==> config.mk <==
export PLATFORM = sky130hd
export DESIGN_NAME = add_sub_seq_ctrl
export DESIGN_NICKNAME = d
export VERILOG_FILES = /design/src/rtl/add_sub_seq_ctrl.sv
export SDC_FILE = /design/constraint.sdc
export NUM_CORES = 1
export LEC_CHECK = 0
export ABC_CLOCK_PERIOD_IN_PS = 2800
export CORE_MARGIN = 2
export CORE_UTILIZATION = 47
export CTS_BUF_LIST = sky130_fd_sc_hd__clkbuf_8
export DETAILED_ROUTE_END_ITERATION = 8
export HOLD_SLACK_MARGIN = 0.03
export PLACE_DENSITY = 0.85
export SYNTH_ARGS = -nofsm -noshare
export SYNTH_HDL_FRONTEND = slang
export SYNTH_SLANG_ARGS = --single-unit
==> constraint.sdc <==
create_clock -name clk -period 2.8 [get_ports clk]
set_input_delay 0.42 -clock clk [delete_from_list [all_inputs] [get_ports clk]]
set_output_delay 0.42 -clock clk [all_outputs]
set_load 0.02 [all_outputs]
==> src/rtl/add_sub_seq_ctrl.sv <==
// Multi-precision add/subtract sequencer: one shared 4-bit slice walks the operands
// LSB nibble first, with the carry registered between nibbles.
module add_sub_seq_ctrl #(
   parameter int NIBBLES = 4
) (
   input  logic                   clk,
   input  logic                   rst_n,
   input  logic                   in_valid,
   output logic                   in_ready,
   input  logic [4*NIBBLES-1:0]   op_a,
   input  logic [4*NIBBLES-1:0]   op_b,
   input  logic                   sub,
   output logic                   out_valid,
   input  logic                   out_ready,
   output logic [4*NIBBLES-1:0]   result,
   output logic                   cout,
   output logic                   ovf,
   output logic                   busy
);

   localparam int W     = 4 * NIBBLES;
   localparam int IDX_W = $clog2(NIBBLES);
   localparam logic [IDX_W-1:0] LAST_IDX = IDX_W'(NIBBLES - 1);

   typedef enum logic [1:0] {IDLE, RUN, DONE} state_t;

   state_t             state_q, state_d;
   logic [W-1:0]       a_q, b_q, result_q;
   logic               sub_q, carry_q, cout_q, ovf_q;
   logic [IDX_W-1:0]   idx_q;
   logic               accept, last_nib;
   logic [3:0]         nib_a, nib_b;
   logic [5:0]         slice_o;

   // Returns {carry into bit 3, carry out, 4-bit sum}; the bit-3 carry feeds overflow.
   function automatic logic [5:0] addsub_slice(input logic [3:0] a,
                                               input logic [3:0] b,
                                               input logic       inv,
                                               input logic       cin);
      logic [3:0] bx;
      logic [3:0] lo;
      logic [4:0] full;
      bx   = b ^ {4{inv}};
      lo   = {1'b0, a[2:0]} + {1'b0, bx[2:0]} + {3'b000, cin};
      full = {1'b0, a} + {1'b0, bx} + {4'b0000, cin};
      return {lo[3], full};
   endfunction

   assign nib_a    = a_q[{idx_q, 2'b00} +: 4];
   assign nib_b    = b_q[{idx_q, 2'b00} +: 4];
   assign slice_o  = addsub_slice(nib_a, nib_b, sub_q, carry_q);
   assign last_nib = (idx_q == LAST_IDX);

   always_comb begin
      state_d   = state_q;
      in_ready  = 1'b0;
      out_valid = 1'b0;
      busy      = 1'b1;
      accept    = 1'b0;
      case (state_q)
         IDLE: begin
            in_ready = 1'b1;
            busy     = 1'b0;
            if (in_valid) begin
               accept  = 1'b1;
               state_d = RUN;
            end
         end
         RUN: begin
            if (last_nib) state_d = DONE;
         end
         DONE: begin
            out_valid = 1'b1;
            if (out_ready) state_d = IDLE;
         end
         default: state_d = IDLE;
      endcase
   end

   always_ff @(posedge clk or negedge rst_n) begin
      if (!rst_n) state_q <= IDLE;
      else        state_q <= state_d;
   end

   // Operand capture at accept, then one nibble per cycle while running
   always_ff @(posedge clk or negedge rst_n) begin
      if (!rst_n) begin
         a_q      <= '0;
         b_q      <= '0;
         sub_q    <= 1'b0;
         carry_q  <= 1'b0;
         idx_q    <= '0;
         result_q <= '0;
         cout_q   <= 1'b0;
         ovf_q    <= 1'b0;
      end else if (accept) begin
         a_q     <= op_a;
         b_q     <= op_b;
         sub_q   <= sub;
         carry_q <= sub;
         idx_q   <= '0;
      end else if (state_q == RUN) begin
         result_q[{idx_q, 2'b00} +: 4] <= slice_o[3:0];
         carry_q <= slice_o[4];
         if (last_nib) begin
            cout_q <= slice_o[4];
            ovf_q  <= slice_o[4] ^ slice_o[5];
         end else begin
            idx_q <= idx_q + IDX_W'(1);
         end
      end
   end

   assign result = result_q;
   assign cout   = cout_q;
   assign ovf    = ovf_q;

endmodule
[Word level (Yosys, flattened, before mapping)]
Index checks and enable logic that the tools add are counted.
Word-level totals
  register bits: 56
  input bits: 37
  output and inout bits: 21
  logic and storage cells: 50
Cells by class
  add/subtract/negate cells: 6
  equality and inequality tests: 7
  shifts and indexed selects: 4
  mux-type cells: 15
  bitwise logic cells: 3
  reductions and logical operators: 6
Operators with widths (number)
  indexed part select 16 x 5 -> 4 bit: 2
  bitwise mux 16 bit: 1
  variable shift 4 x 6 -> 16 bit, first input constant: 1
  indexed part select 4 x 6 -> 16 bit: 1
  two-way mux 2 bit: 6
  inequality test 2 bit, second input constant: 4
  two-way mux 1 bit: 7
  negator 4 -> 6 bit: 1
  one-hot mux 2 bit (3 select lines): 1
  AND reduction 3 bit: 2
  adder 4 x 4 -> 5 bit: 1
  adder 5 x 1 -> 5 bit: 1
  adder 3 x 3 -> 4 bit: 1
  adder 4 x 1 -> 4 bit: 1
  equality test 2 bit, second input constant: 2
  AND reduction 2 bit: 2
  XOR 4 bit: 1
  adder 2 x 1 -> 2 bit, second input constant: 1
  equality test 2 x 1 -> 1 bit, second input constant: 1
  zero test 2 bit: 1
  nonzero test 2 bit: 1
  inverter 1 bit: 1
  XOR 1 bit: 1

[Depth between registers and ports, before layout]
  depth in word-level cells: 6
  depth in mapped cells: 10
  gate-level depth less buffers: 8

[Worst setup path after synthesis]
Ideal clock, no wire load.
  path kind: register to register
  start point: register idx_q[0]
  end point: register result_q[2] (netlist: result[2])
  setup time: 0.083 ns
  data arrival time: 2.756 ns
  path slack: -0.038 ns
  cell stages (with the launch flop): 9
  cells stage by stage: dfrtp_1 -> buf_2 -> mux4_2 -> xnor2_1 -> fa_1 -> fa_1 -> xor2_1 -> or4b_1 -> o21ai_0
On the way
  longest elaborated chain between the ends: 6
  elaborated cells on any way between the ends: 9
  classes of those cells: 3 x add/sub; 4 x shift; 1 x mux; 1 x bitwise
Ends and longest elaborated chain
  start, declared: RTL line 30  | logic [IDX_W-1:0] idx_q;
  start signal, assigned: RTL line 109  | idx_q <= idx_q + IDX_W'(1);
  indexed part select 16 x 5 -> 4 bit: RTL line 50  | assign nib_b = b_q[{idx_q, 2'b00} +: 4];
  XOR 4 bit: RTL line 43  | bx = b ^ {4{inv}};
  adder 4 x 4 -> 5 bit: RTL line 45  | full = {1'b0, a} + {1'b0, bx} + {4'b0000, cin};
  adder 5 x 1 -> 5 bit: RTL line 45
  indexed part select 4 x 6 -> 16 bit: RTL line 103  | result_q[{idx_q, 2'b00} +: 4] <= slice_o[3:0];
  bitwise mux 16 bit (*): RTL line 103
  end signal, assigned by index: RTL line 103
  end, declared: RTL line 28  | logic [W-1:0] a_q, b_q, result_q;
Mark *: on every way between the ends. The rest lies on a longest branch, timed or not.
A chain may end at the register's enable or synchronous reset.

[Worst setup path after layout]
Same ends and word-level chain as after synthesis.

==> results.yml <==
grt:
  grt_pass1_wl_mm: 8.811
  gr-total-overflow: 0
  grt_pass1_vias: 1843
  grt_max_degree: 36
  grt_antenna_before_repair: 0
  grtUsageTotal_pct: 18.16
synthesis:
  syn_inst: 204
  yosys_warnings: 0
  syn-num-nets: 252
  ys_ff_latch: 56
  synth_seq_area_share_pct: 52.12
  synth_cell_type_count: 35
  syn_avg_cell_area_um2: 13.18
  synth_area_um2: 2689
critical_path:
  path_delay_family: "multiplexers"
  cp_slowest_cell: "mux4_2"
  worst-path-max-fanout: 8
  cp_num_buf_inv: 2
  critPathMaxStageDelay_ns: 0.55
  path_cells: "buf_4 > mux4_2 > xor2_2 > inv_1 > fa_1 > xor2_1 > or4b_1 > o21ai_1"
  crit_path_end_kind: "flip-flop"
  required_ns: 3.04
  start_kind: "flip-flop"
  cp.arrival_ns: 2.87
  path_class: "flip-flop to flip-flop"
sta:
  fin_worst_skew_ns: 0.004747
  clock.fmax_ghz: 0.3798
  relSlewSlack_pct: 59.39
  fin_crit_sh_pct: 94.05
  rsz0062_at_grt: "false"
  setup_viol: 0
  fin_crit_ns: 2.633
  tightest_slew_ns: 0.6092
  tns_ns: 0
  hold_viol_final: 0
  finalMaxSlewViolations: 0
layout:
  finalInstanceArea_um2: 3432
  multi_input_area_um2: 1207
  diodes: 0
  drive_above_1_share_pct: 25.19
  post-route-util_pct: 62.33
  syn2layout_area_growth_pct: 27.64
  seqCellArea_um2: 1401
  fin_nets: 314
  final_cell_mix: "dfrtp_1 (56), clkdlybuf4s50_1 (56), mux2_2 (33)"
  fillers: 424
routing:
  ant_nets: 0
  first_iter_violations: 86
  dr.pass1.iters: 4
  vias: 1742
  avgViaCountPerCell: 5.154
  drcViolationCount: 0
  wl_per_cell_um: 15.47
  routed_wl_mm: 5.229
power_and_ir_drop:
  power.density_nw_per_um2: 1384
  p_leak_nw: 1.464
  ir_worst_vdd_v: 0.0008521
floorplanning:
  num_rows: 27
  die_area_um2: 6342
  io_pins: 58
  die_x_um: 79.64
  start_util_pct: 48.83
  core-area_um2: 5507
  die_h_um: 79.64
cts:
  cts_tree: "yes"
  cts_buffer_depth: 2
  clk_latency_ns: 0.30
  cts.htree.levels: 2
  cts_setup_buffers: 0
  cts_hold_buf: 0
  cts-root-buf: "clkbuf_8"
  numCtsBuffers: 5
  clk_pin_slew_ns: 0.09
  cts.repair.resized: 0
  cts_sinks: 56
outcome:
  outcome: "finished, final reports clean"
placement:
  hpwl_mm: 3.958
  placed_cell_area_um2: 3344
  gp_congestion: 0.8180
  port_buffers: 57
run:
  max_cap_violations: 0
worst_hold_path:
  hold_path.class: "input port to asynchronous set/reset pin"
## Yosys cell counts (all sizes together)
cell type	number	area share, %
a21oi	3	0.56
xnor2	2	0.65
mux2	34	14
nand2b	4	0.93
ha	9	4.2
o41ai	1	0.33
nand2	24	3.7
a22o	4	1.3
clkbuf	2	0.28
or2	1	0.23
nand3b	1	0.28
dfrtp	56	52
nor3	2	0.37
nand4	1	0.23
or3	1	0.23
buf	8	2.0
o21bai	1	0.28
xor2	5	1.6
nor2	3	0.42
nor2b	1	0.51
o31ai	4	1.1
inv	8	1.1
o2bb2ai	1	0.33
mux4	8	6.7
or4b	2	0.88
o21ai	15	3.2
nor3b	1	0.70
fa	2	1.5
## layer usage
| layer | vias up | GRT usage, % | routed length (um) |
|---|---|---|---|
| li1 | 843 | - | - |
| met4 | 0 | 4.828 | 69 |
| met1 | 836 | 23.04 | 2210 |
| met3 | 8 | 3.846 | 230 |
| met2 | 55 | 31.51 | 2718 |
| met5 | - | 0 | 0 |
## state kept, by name, indices dropped and copies added (netlist names)
| register | cells |
|---|---|
| b_q | 16 |
| cout | 1 |
| ovf | 1 |
| state_q | 2 |
| carry_q | 1 |
| result | 16 |
| idx_q | 2 |
| a_q | 16 |
| sub_q | 1 |
## area by class of cell
class | count | share of cell area [%]
clock buffers | 5 | 2.005
inverters | 8 | 0.8750
clock inverters | 2 | 0.2552
well taps | 72 | 2.625
multi-input cells | 130 | 35.18
repair buffers | 65 | 18.23
flip-flops and latches | 56 | 40.83
## power by group
group | internal [mW] | leakage (nW) | switching, mW
clock | 0.167 | 0.0452 | 0.241
sequential | 1.17 | 0.696 | 0.230
combinational | 1.47 | 0.723 | 1.47
total | 2.81 | 1.46 | 1.94
## per-stage QoR
stage | worst slack [ns] | hold slack (ns) | cells | total power [mW]
floorplan | 0.002638 | 0.1244 | 204 | 3.310
global placement | 0.1766 | 0.4494 | 331 | 4.239
detailed placement | 0.08895 | 0.4614 | 331 | 4.348
CTS | 0.07074 | 0.1290 | 338 | 4.773
global route | 0.01630 | 0.1545 | 338 | 5.145
finish | 0.1667 | 0.1117 | 338 | 4.748
## path summary, 6_finish.rpt
kind,startpoint,depth (start not counted),endpoint,slack (ns)
min in group clk,result[11]$_DFFE_PN0P_,2,result[11]$_DFFE_PN0P_,0.49
max reg2reg,idx_q[0]$_DFFE_PN0P_,8,result[2]$_DFFE_PN0P_,0.17
max in group asynchronous,rst_n,2,state_q[1]$_DFFE_PN0P_,1.87
min reg2reg,result[11]$_DFFE_PN0P_,2,result[11]$_DFFE_PN0P_,0.49
min,rst_n,1,result[4]$_DFFE_PN0P_,0.11
max,idx_q[0]$_DFFE_PN0P_,8,result[2]$_DFFE_PN0P_,0.17
## logic make-up after synthesis
kind of cell | Yosys count | synth area share (%)
AO/OA/AOI/OAI | 29 | 7.120
multiplexers | 42 | 20.94
flip-flops | 56 | 52.12
adder cells (fa/ha/maj) | 11 | 5.677
buffers and inverters | 18 | 3.351
XOR/XNOR | 7 | 2.280
AND/OR/NAND/NOR | 41 | 8.516
(Power assumes the default switching activity.)
